### src/rtl/tcd_line_scheduler.sv
// rtl/tcd_line_scheduler.sv - line-rate scheduler and config front-end for the TCD1209D timing driver
module tcd_line_scheduler #(
  parameter int PERIOD_W   = 24,
  parameter int F1_W       = 10,
  parameter int DEF_F1_CNT = 50,
  parameter int DEF_PERIOD = 600000,
  parameter int GAP_CYCLES = 16,
  parameter int HS_TIMEOUT = 64
) (
  input  logic                sys_clk,
  input  logic                rst_n,
  input  logic                enable,
  input  logic                cfg_wr,
  input  logic                cfg_mode,
  input  logic [F1_W-1:0]     cfg_f1_cnt,
  input  logic [PERIOD_W-1:0] cfg_period,
  input  logic                ext_trig,
  input  logic                clr_status,
  input  logic                drv_busy,
  output logic                line_start,
  output logic [F1_W-1:0]     f1_cnt_out,
  output logic [15:0]         line_cnt,
  output logic                overrun,
  output logic                hs_err,
  output logic                busy
);

  localparam int HS_W  = $clog2(HS_TIMEOUT + 1);
  localparam int GAP_W = $clog2(GAP_CYCLES + 1);

  localparam logic [F1_W-1:0]     F1_MIN     = F1_W'(2);
  localparam logic [F1_W-1:0]     F1_DEF     = F1_W'(DEF_F1_CNT);
  localparam logic [PERIOD_W-1:0] PERIOD_MIN = PERIOD_W'(GAP_CYCLES + 1);
  localparam logic [PERIOD_W-1:0] PERIOD_DEF = PERIOD_W'(DEF_PERIOD);
  localparam logic [PERIOD_W-1:0] PERIOD_SAT = '1;
  localparam logic [HS_W-1:0]     HS_LAST    = HS_W'(HS_TIMEOUT - 1);
  // The RUN cycle that sees drv_busy low and the ARM cycle are idle too,
  // so GAP itself lasts GAP_CYCLES-1 cycles and line_start lands GAP_CYCLES+1 after the fall.
  localparam logic [GAP_W-1:0]    GAP_LAST   = GAP_W'(GAP_CYCLES - 2);

  typedef enum logic [2:0] {
    IDLE  = 3'd0,
    ARM   = 3'd1,
    START = 3'd2,
    HS    = 3'd3,
    RUN   = 3'd4,
    GAP   = 3'd5
  } state_t;

  state_t state, next_state;

  logic                sh_mode;
  logic [F1_W-1:0]     sh_f1;
  logic [PERIOD_W-1:0] sh_period;
  logic                act_mode;
  logic [PERIOD_W-1:0] act_period;

  logic [PERIOD_W-1:0] period_cnt;
  logic [HS_W-1:0]     hs_cnt;
  logic [GAP_W-1:0]    gap_cnt;
  logic                first_line;

  logic trig_s1, trig_s2, trig_s3, trig_evt;

  logic [PERIOD_W-1:0] period_m1;
  logic                period_hit;
  logic                period_now;
  logic                in_line;
  logic                overrun_set;
  logic                hs_err_set;
  logic                load_act;

  assign period_m1  = act_period - PERIOD_W'(1);
  assign period_hit = (period_cnt >= period_m1);
  assign period_now = (period_cnt == period_m1);
  assign in_line    = (state == HS) || (state == RUN) || (state == GAP);

  always_comb begin
    next_state = state;
    case (state)
      IDLE:  if (enable) next_state = ARM;
      ARM: begin
        if (!enable)
          next_state = IDLE;
        else if (act_mode ? trig_evt : (first_line || period_hit))
          next_state = START;
      end
      START: next_state = HS;
      HS: begin
        if (drv_busy)
          next_state = RUN;
        else if (hs_cnt == HS_LAST)
          next_state = ARM;
      end
      RUN:   if (!drv_busy) next_state = GAP;
      GAP:   if (gap_cnt == GAP_LAST) next_state = enable ? ARM : IDLE;
      default: next_state = IDLE;
    endcase
  end

  // Deferred free-run lines need no extra state: period_hit stays true in ARM.
  assign overrun_set = act_mode ? (trig_evt && (state != IDLE) && (state != ARM))
                                : (period_now && in_line);
  assign hs_err_set  = (state == HS) && !drv_busy && (hs_cnt == HS_LAST);
  assign load_act    = (next_state == START) || ((state == IDLE) && enable);

  assign line_start = (state == START);
  assign busy       = (state != IDLE);

  always_ff @(posedge sys_clk) begin
    if (!rst_n) begin
      state      <= IDLE;
      sh_mode    <= 1'b0;
      sh_f1      <= F1_DEF;
      sh_period  <= PERIOD_DEF;
      act_mode   <= 1'b0;
      f1_cnt_out <= F1_DEF;
      act_period <= PERIOD_DEF;
      period_cnt <= '0;
      hs_cnt     <= '0;
      gap_cnt    <= '0;
      first_line <= 1'b0;
      line_cnt   <= '0;
      overrun    <= 1'b0;
      hs_err     <= 1'b0;
      trig_s1    <= 1'b0;
      trig_s2    <= 1'b0;
      trig_s3    <= 1'b0;
      trig_evt   <= 1'b0;
    end else begin
      state <= next_state;

      if (cfg_wr) begin
        sh_mode   <= cfg_mode;
        sh_f1     <= (cfg_f1_cnt < F1_MIN) ? F1_MIN : cfg_f1_cnt;
        sh_period <= (cfg_period < PERIOD_MIN) ? PERIOD_MIN : cfg_period;
      end

      // Old shadow wins over a coincident cfg_wr by non-blocking semantics.
      if (load_act) begin
        act_mode   <= sh_mode;
        f1_cnt_out <= sh_f1;
        act_period <= sh_period;
      end

      if (next_state == START)
        period_cnt <= '0;
      else if (period_cnt != PERIOD_SAT)
        period_cnt <= period_cnt + PERIOD_W'(1);

      // hs_cnt holds cycles since line_start, so hs_err rises HS_TIMEOUT cycles after it.
      if (state == START)
        hs_cnt <= HS_W'(1);
      else if (state == HS)
        hs_cnt <= hs_cnt + HS_W'(1);

      if (state == GAP)
        gap_cnt <= gap_cnt + GAP_W'(1);
      else
        gap_cnt <= '0;

      if ((state == IDLE) && enable)
        first_line <= 1'b1;
      else if (state == START)
        first_line <= 1'b0;

      if (state == START)
        line_cnt <= line_cnt + 16'd1;

      if (overrun_set)
        overrun <= 1'b1;
      else if (clr_status)
        overrun <= 1'b0;

      if (hs_err_set)
        hs_err <= 1'b1;
      else if (clr_status)
        hs_err <= 1'b0;

      trig_s1  <= ext_trig;
      trig_s2  <= trig_s1;
      trig_s3  <= trig_s2;
      trig_evt <= trig_s2 & ~trig_s3;
    end
  end

endmodule
### config.mk
export PLATFORM = sky130hd
export DESIGN_NAME = tcd_line_scheduler
export DESIGN_NICKNAME = d
export VERILOG_FILES = /design/src/rtl/tcd_line_scheduler.sv
export SDC_FILE = /design/constraint.sdc
export NUM_CORES = 1
export LEC_CHECK = 0
export CORE_MARGIN = 2
export CORE_UTILIZATION = 30
export CTS_BUF_LIST = sky130_fd_sc_hd__clkbuf_4
export DETAILED_ROUTE_END_ITERATION = 8
export PLACE_DENSITY = 0.59
export SKIP_CTS_REPAIR_TIMING = 1
export SLEW_MARGIN = 20
export SYNTH_ARGS = -nofsm -noshare
export SYNTH_HDL_FRONTEND = slang
export SYNTH_SLANG_ARGS = --single-unit
### constraint.sdc
create_clock -name sys_clk -period 3.55 [get_ports sys_clk]
set_input_delay 0.355 -clock sys_clk [delete_from_list [all_inputs] [get_ports sys_clk]]
set_output_delay 0.355 -clock sys_clk [all_outputs]
set_load 0.01 [all_outputs]
==> impl_results.md <==
- Max VDD drop: 215 uV
- CP endpoint kind: flop
- Pwr dens: 355 mW/mm2
- Seq/Total Area, Yosys: 0.396
- Dpl hpwl: 10300 um
- 1st-iter DRT viols: 304
- Pin count of the biggest net entering global routing: 85
- WS Path Type: reg2reg
- Initial antenna violation count: 1
- Lkg Pwr: 3.10 nW
- Nets: 894
- Switching power: 0.766 mW
- Total Power: 2.91 mW
- Routed Antenna Nets: 0
- CTS tree: done
- Clock sink count: 132
- Synth warnings: 0
- Global-route wire length before repair: 24100 um
- Max Cap Viol: 0
- Worst EP required: 3.98 ns
- Routed via count: 5161
- Post-synth EDFFs: 0
- Tmin final: 3.61 ns
- Most frequent cells after synthesis: dfxtp_1 (132), nand2_1 (96), mux2i_1 (65), nor2b_1 (52), xnor2_1 (39)
- Clock transition at the registers of the reported paths: 0.11 ns
- Total Routed Length: 14500 um
- Die Y: 153 um
- Synthesis-stage register bit count: 132
- Fmax: 0.277 GHz
- DRC violations left: 0
- Port bufs: 71
- Clock root cell: clkbuf_4
- Area of the multi-input gates: 0.00384 mm2
- R2R Path Start: act_period[9]
- Internal power: 2.14 mW
- Setup violations, final: 45
- Status: complete, but fails checks
- GRT Overall Usage: 0.123
- Setup TNS: -1.19 ns
- Synth-to-Final Area Change: 22.7%
- Synthesized net count: 803
- Vias per cell: 4.63
- TritonRoute pass-1 iters: 6
- Top-level port count: 72
- Final worst slack: -0.0623 ns
- Period utilisation layout: 1.02
- Worst Hold Class: in2reg
- Fraction of layout cells with a size suffix above 1: 0.102
- Final core utilization: 0.375
- Routed wire per std cell: 13.0 um
- Final Hold Fails: 0
- Slew HR: 0.519
- Number of global-route vias before repair: 4884
- Ranking of synthesized cells by area: dfxtp_1 (40%), mux2i_1 (9.8%), ha_1 (5.6%)
- Dpl cells: 1081
- Final GP Congestion: 0.767
- Top-count cell post-synth: dfxtp_1
- Synth Cell Area: 0.00667 mm2
- Area of the die: 0.0234 mm2
- Number of fill cells: 2216
- CP arrival: 4.04 ns
- Async set or reset register ratio after synthesis: 0
- Max-slew violation count: 0
- FF+latch area: 0.00264 mm2
- Syn Area/Cell: 9.12 um2
- Cell accounting for the most synthesized area: dfxtp_1
- Final Non-Filler Cells: 1115
- Min-Delay Startpoint: rst_n
- Switching part of the total: 0.264
- Remaining global-route overflow: 0
- Clock Power Share: 0.330
- Total CTS buffers: 17
- Ys flop type: dfxtp_1
- Mapped Cells: 731
- Clk buf depth: 2
- Critical path origin: act_period[9]
- CP Launch Type: flop
- Core area: 0.0218 mm2
- H-tree depth: 4
- RSZ-0062 raised after global routing: yes
- Post-synth top area share: 0.396
- Cell variety after synth: 52
- Failing checks: setup timing
- Skew-Pair Late Insertion Delay: 0.54 ns
- Width of the die: 153 um
- Crit path max fanout: 12
- Slew @ Worst Pin: 0.719 ns
- Clock skew: 0.0163 ns
- # rows: 54
- Initial core utilization: 0.306
- Power share of the combinational group: 0.130
- Sequential share of power: 0.541
==> worst paths after layout <==
check                                endpoint  slack (ns)  cells past startpoint
worst min register to register       trig_evt        0.39                      1
worst max register to register  act_period[8]       -0.06                     14
worst min-delay path             sh_period[9]        0.30                      2
worst max-delay path            act_period[8]       -0.06                     14
==> power by group through the flow <==
stage | Clock (mW) | Sequential [mW] | Combinational [mW]
after floorplan | 0 | 1.60 | 0.238
after global placement | 0 | 1.60 | 0.359
after detailed placement | 0 | 1.60 | 0.364
after CTS | 0.992 | 1.57 | 0.365
after global routing | 1.06 | 1.58 | 0.415
final | 0.958 | 1.57 | 0.377
==> placed cells by master (no fill, tap or decap), drive strengths merged, types with 23 or more instances in the layout <==
cell | synthesis | final
dfxtp | 132 | 132
xnor2 | 39 | 39
nand3 | 26 | 26
xor2 | 23 | 23
ha | 30 | 30
a21oi | 23 | 23
mux2i | 65 | 65
clkdlybuf4s50 | 0 | 69
nor2 | 33 | 33
buf | 8 | 37
nand2 | 96 | 96
nor2b | 52 | 52
==> stage by stage <==
step	setup slack [ns]	hold WS [ns]	cell area (um2)
after floorplan	0.0897	0.367	6670
after global placement	-0.0263	0.369	7820
after detailed placement	-0.0795	0.373	7820
after CTS	-0.0976	0.258	8070
after global routing	-0.227	0.277	8180
final	-0.0623	0.296	8180
==> worst max-delay path: stages (launching register included) <==
cell and delay [ns]:
dfxtp_1 0.33, or4_4 0.57, nor3_4 0.14, nand2_2 0.08, or3_4 0.43, nor3_4 0.14, xnor2_1 0.09, ha_1 0.31
nand4_2 0.12, nor4_4 0.32, a22oi_1 0.12, and4b_2 0.28, o211a_4 0.27, clkbuf_16 0.19, mux2i_1 0.12
==> flip-flops by register name (all words and copies together) (netlist names) <==
signal,flops
gap_cnt,5
act_mode,1
state,3
sh_f1,10
hs_cnt,7
overrun,1
trig_s1,1
sh_mode,1
sh_period,24
f1_cnt_out,10
trig_evt,1
first_line,1
trig_s3,1
hs_err,1
line_cnt,16
act_period,24
trig_s2,1
period_cnt,24
==> cells by family after synthesis <==
kind of cell               after synthesis  share of synthesized area
muxes                                   65                     0.0976
buffers and inverters                   50                     0.0373
adders and majority gates               30                     0.0563
and+or+nand+nor                        332                      0.275
AOI/OAI and AO/OA                       60                     0.0563
xor gates and xnor gates                62                     0.0814
DFF                                    132                      0.396
==> routing by layer <==
metal | track usage | share of wire | wire [um] | up-vias
met1 | 0.173 | 0.52 | 7520 | 2368
met2 | 0.190 | 0.44 | 6420 | 66
met5 | 0 | 0 | 0 | -
met4 | 0.0370 | 0.010 | 146 | 0
li1 | - | - | - | 2716
met3 | 0.0269 | 0.030 | 441 | 11
==> area by class of cell <==
| type | count | share of cell area |
|---|---|---|
| Inverter | 15 | 0.00688 |
| Clock inverter | 13 | 0.0144 |
| Tap cell | 280 | 0.0428 |
| Antenna cell | 1 | 0.000306 |
| Timing Repair Buffer | 107 | 0.127 |
| Clock buffer | 18 | 0.0165 |
| Sequential cell | 132 | 0.323 |
| Multi-Input combinational cell | 549 | 0.470 |
No activity file was read; power rests on OpenSTA's default activity.
==> edit 1 (same flow settings) <==
Register the input `cfg_period` before use, with the module's reset. The logic sees it one clock later. The other inputs are not delayed to match.
--- a/src/rtl/tcd_line_scheduler.sv
+++ b/src/rtl/tcd_line_scheduler.sv
@@ -46,6 +46,16 @@
     RUN   = 3'd4,
     GAP   = 3'd5
   } state_t;
+
+  logic [PERIOD_W-1:0] cfg_period_q;
+
+  always_ff @(posedge sys_clk) begin
+    if (!rst_n) begin
+      cfg_period_q <= '0;
+    end else begin
+      cfg_period_q <= cfg_period;
+    end
+  end
 
   state_t state, next_state;
 
@@ -133,7 +143,7 @@
       if (cfg_wr) begin
         sh_mode   <= cfg_mode;
         sh_f1     <= (cfg_f1_cnt < F1_MIN) ? F1_MIN : cfg_f1_cnt;
-        sh_period <= (cfg_period < PERIOD_MIN) ? PERIOD_MIN : cfg_period;
+        sh_period <= (cfg_period_q < PERIOD_MIN) ? PERIOD_MIN : cfg_period_q;
       end
 
       // Old shadow wins over a coincident cfg_wr by non-blocking semantics.
Behaviour: same outputs for any inputs over 10 cycles, from zero or initial values and one cycle with rst_n low; that may be too few to reach the edited logic, so the function may still have changed.
==> edit 1 against the original RTL <==
The flow still finishes with violations (setup timing). Sequential cell count rose by 24. Area after synthesis rose by 5.5%. Total power rose by 15%. Worst setup slack got worse by 0.068 ns. Routed wire length barely moved. Non-clock buffer count fell by 6. Global-route usage barely moved. Cell area rose by 4.8%. Critical path type unchanged. Largest cell class unchanged. Largest power group unchanged. Highest routed layer unchanged.
==> edit 1: results (changes against the original RTL) <==
- Biggest fanout along the worst timing path: 26 (was 12)
- Max VDD drop: 0.0001997 V (was 0.0002153 V)
- Violated checks: setup timing (unchanged)
- HPWL Detailed: 10.40 mm (was 10.34 mm)
- Commonest cells post-synth: dfxtp_1, nand2_1, nor2_1 (was dfxtp_1, nand2_1, mux2i_1)
- Net count after synthesis: 848 (was 803)
- Number of design-rule violations left by the first detailed-router iteration: 297 (was 304)
- Growth of design area from synthesis to finish: 21.91% (was 22.72%)
- Count of final setup violators: 59 (was 45)
- Pin count of the biggest net entering global routing: 99 (was 85)
- NumNets Final: 933 (was 894)
- Length of routed wiring on met1: 7.383 mm (was 7.516 mm)
- Routed length on met3: 366 um (was 441 um)
- Clock Path Buffers: 2 (unchanged)
- Setup TNS after final layout: -4.741 ns (was -1.194 ns)
- Instance area after placement: 8260 um^2 (was 7821 um^2)
- Global placer's final weighted congestion: 0.7972 (was 0.7671)
- Run status: finished with violations (unchanged)
- Average wire per standard cell: 12.16 um (was 13.03 um)
- Share of final-layout standard cells stronger than drive strength 1: 9.268% (was 10.19%)
- Total track usage: 12.34% (about the same)
- Area contributors post-synth: dfxtp_1, mux2i_1, ha_1 (unchanged)
- FILL cells: 2489 (was 2216)
- Clock transition time at the flip-flop clock pins of the worst setup and hold paths: 0.14 ns (was 0.11 ns)
- Worst slack at placement: -0.1493 ns (was -0.07949 ns)
- Data arrival time of the critical path: 4.18 ns (was 4.04 ns)
- Met2 wirelength from detailed routing: 6.548 mm (was 6.418 mm)
- Largest stage delay, worst path: 0.55 ns (was 0.57 ns)
- First-pass GRT wire length: 24.56 mm (was 24.12 mm)
- First drt pass iteration count: 4 (was 6)
- Clk Latency, worst-skew pair: 0.57 ns (was 0.54 ns)
- Mean post-synth cell area: 9.066 um^2 (was 9.121 um^2)
- Min setup slack post-route: -0.1303 ns (was -0.06230 ns)
- Post-route clock skew: 0.01928 ns (was 0.01635 ns)
- Fraction of power spent switching nets: 26.86% (was 26.36%)
- Max_slew headroom: 32.28% (was 51.95%)
- Total detailed-routing wirelength: 14.52 mm (about the same)
- Leakage power: 3.284 nW (was 3.097 nW)
- Unique masters post-synth: 53 (was 52)
- Vias per cell: 4.530 (was 4.629)
-- edit 1: cell count changes after synthesis, moves of 13 or more --
cell,before,now
nor2_1,33,86
nor2b_1,52,7
nor3b_1,19,2
nor3_1,15,32
and2_1,19,32
dfxtp_1,132,156
-- edit 1: kinds of logic (layout without fill, tap and decap cells) --
| logic type | count (synthesis) | count (layout) | synth area share [%] |
|---|---|---|---|
| xor gates and xnor gates | 60 | 60 | 7.469 |
| other | 0 | 1 | 0 |
| muxes | 67 | 67 | 9.532 |
| adders and majority gates | 30 | 30 | 5.335 |
| DFF | 156 | 156 | 44.39 |
| buffers and inverters | 52 | 150 | 3.148 |
| AOI/OAI and AO/OA | 65 | 65 | 5.620 |
| and+or+nand+nor | 346 | 346 | 24.51 |
-- edit 1: power by group through the flow --
| stage | Sequential [mW] | Combinational (mW) | Clock, mW |
|---|---|---|---|
| floorplan | 1.89 | 0.243 | 0 |
| global placement | 1.90 | 0.361 | 0 |
| detailed placement | 1.90 | 0.365 | 0 |
| CTS | 1.86 | 0.365 | 1.16 |
| global route | 1.87 | 0.401 | 1.23 |
| finish | 1.86 | 0.363 | 1.11 |
-- edit 1: path summary, 6_finish.rpt --
path                                                 start                           to  slack (ns)
worst max-delay path            act_period[5]$_SDFFE_PN0P_  act_period[19]$_SDFFE_PN1P_       -0.13
worst min-delay path                        cfg_period[18]  cfg_period_q[18]$_SDFF_PN0_        0.35
worst max register to register  act_period[5]$_SDFFE_PN0P_  act_period[19]$_SDFFE_PN1P_       -0.13
worst min register to register          trig_s3$_SDFF_PN0_          trig_evt$_SDFF_PN0_        0.40
-- edit 1: layout make-up --
| class | instances | area share (%) |
|---|---|---|
| inverters | 17 | 0.7440 |
| clock inverters | 14 | 1.853 |
| multi-input cells | 568 | 43.65 |
| clock buffers | 18 | 1.575 |
| diodes | 1 | 0.02918 |
| well taps | 319 | 4.654 |
| flip-flops and latches | 156 | 36.41 |
| repair buffers | 101 | 11.09 |
-- edit 1: worst max-delay path: cells and delay by family, from the launching register on --
| family | cells | cell delay [ns] |
|---|---|---|
| simple gates | 6 | 1.64 |
| compound gates | 3 | 0.58 |
| flops | 1 | 0.33 |
| buf+inv | 2 | 0.41 |
| xor+xnor | 1 | 0.16 |
| mux | 1 | 0.20 |
| fa+ha+maj | 1 | 0.29 |
-- edit 1: layer usage --
metal / global-route usage, % / vias up
li1: - / 2857
met5: 0 / -
met4: 4.242 / 0
met3: 3.029 / 20
met1: 16.54 / 2476
met2: 19.38 / 56
==> edit 2 (same settings) <==
Made on the original files. Change the parameter `F1_W` from 10 to 20.
--- a/src/rtl/tcd_line_scheduler.sv
+++ b/src/rtl/tcd_line_scheduler.sv
@@ -1,7 +1,7 @@
 // rtl/tcd_line_scheduler.sv - line-rate scheduler and config front-end for the TCD1209D timing driver
 module tcd_line_scheduler #(
   parameter int PERIOD_W   = 24,
-  parameter int F1_W       = 10,
+  parameter int F1_W       = 20,
   parameter int DEF_F1_CNT = 50,
   parameter int DEF_PERIOD = 600000,
   parameter int GAP_CYCLES = 16,
Interface: changed (resized cfg_f1_cnt and f1_cnt_out); port bits go from 72 to 92. The function was not compared with the original's and may differ.
==> edit 2 against the original RTL <==
The flow still finishes with violations (setup timing). Worst setup slack lost 0.14 ns. Clock power grew 29%. Sequential share of layout area rose by 0.19 points. Final cell count up 13%. Total power grew 22%. Critical path depth unchanged. Count of clock-buffer cells in the layout fell by 1. Global-route usage grew 0.40 points. Maximum frequency decreased by 3.8%. Routed wire length is 17% higher. Cell area rose by 14%. Area after synthesis increased by 11%. Sequential cell count is 20 higher. Largest power group unchanged. Highest routed layer unchanged.
==> edit 2: results (changes against the original RTL) <==
- Via count of the first global-routing pass: 5523 (was 4884)
- Max VDD drop: 0.0002529 V (was 0.0002153 V)
- Fraction of synthesized cell area in xor and xnor cells: 7.010% (was 8.144%)
- Leakage power: 3.595 nW (was 3.097 nW)
- Compound-Gate Fraction of Synth Area: 5.193% (was 5.630%)
- Total track usage: 12.74% (was 12.34%)
- Violated checks: setup timing (unchanged)
- Average wire per standard cell: 13.46 um (was 13.03 um)
- Post-route worst hold slack: 0.2315 ns (was 0.2958 ns)
- Post-route clock skew: 0.01808 ns (was 0.01635 ns)
- Global placer's final weighted congestion: 0.7521 (was 0.7671)
- Met3 routing resource usage after global routing: 4.365% (was 2.694%)
- HPWL Detailed: 11.70 mm (was 10.34 mm)
- Min setup slack post-route: -0.2044 ns (was -0.06230 ns)
- Worst slack at placement: -0.1934 ns (was -0.07949 ns)
- Pin count of the biggest net entering global routing: 143 (was 85)
- NumNets Final: 1002 (was 894)
- Capture point of the worst path: f1_cnt_out[8]$_SDFFE_PN0P_ (was act_period[8]$_SDFFE_PN1P_)
- Clk Latency, worst-skew pair: 0.57 ns (was 0.54 ns)
- DR vias: 5780 (was 5161)
- Data arrival time of the critical path: 4.25 ns (was 4.04 ns)
- First-pass GRT wire length: 27.02 mm (was 24.12 mm)
- Count of final setup violators: 70 (was 45)
- Routed length on met3: 814 um (was 441 um)
- Multiplexer fraction of the synthesized cell area: 11.81% (was 9.758%)
- Adder and majority cell fraction of the synthesized area: 5.092% (was 5.630%)
- FILL cells: 2476 (was 2216)
- Relative contribution of sequential cells to total power: 51.3% (was 54.1%)
- Instance area after placement: 8818 um^2 (was 7821 um^2)
- Run status: finished with violations (unchanged)
-- edit 2: cell types whose count changed after synthesis, sizes merged, moves of 6 or more --
cell,delta
nand2b,+6
nor2,+6
nand2,+24
nor4b,-7
mux2i,+22
dfxtp,+20
nor2b,+9
-- edit 2: stage by stage --
step / TNS (ns) / std cells / utilization [%]
2_1_floorplan: -4.025 / 811 / -
3_3_place_gp: -11.28 / 1216 / 36.37
3_5_place_dp: -11.86 / 1216 / 36.37
4_1_cts: -14.68 / 1248 / 37.76
5_1_grt: -28.05 / 1258 / 38.63
6_report: -9.738 / 1258 / 38.63
-- edit 2: worst min-delay path by stage --
stage | endpoint | depth (start not counted) | from
after floorplan | trig_evt$_SDFF_PN0_ | 1 | trig_s3$_SDFF_PN0_
after global placement | trig_evt$_SDFF_PN0_ | 1 | trig_s3$_SDFF_PN0_
after detailed placement | trig_evt$_SDFF_PN0_ | 1 | trig_s3$_SDFF_PN0_
after CTS | period_cnt[0]$_SDFFE_PP0P_ | 3 | rst_n
after global routing | period_cnt[0]$_SDFFE_PP0P_ | 3 | rst_n
final | period_cnt[0]$_SDFFE_PP0P_ | 3 | rst_n
-- edit 2: final cells by class --
cell class	instances	area share (%)
Antenna cell	1	0.02672
Clock buffer	17	1.363
Clock inverter	15	2.244
Inverter	10	0.4007
Multi-Input combinational cell	610	45.06
Sequential cell	152	32.49
Tap cell	324	4.328
Timing Repair Buffer	129	14.09
-- edit 2: logic make-up (layout without fill, tap and decap cells) --
logic type                 Yosys count  after routing
and+or+nand+nor                    372            372
adders and majority gates           30             30
DFF                                152            152
buffers and inverters               50            171
other                                0              1
muxes                               87             87
xor gates and xnor gates            59             59
AOI/OAI and AO/OA                   61             62
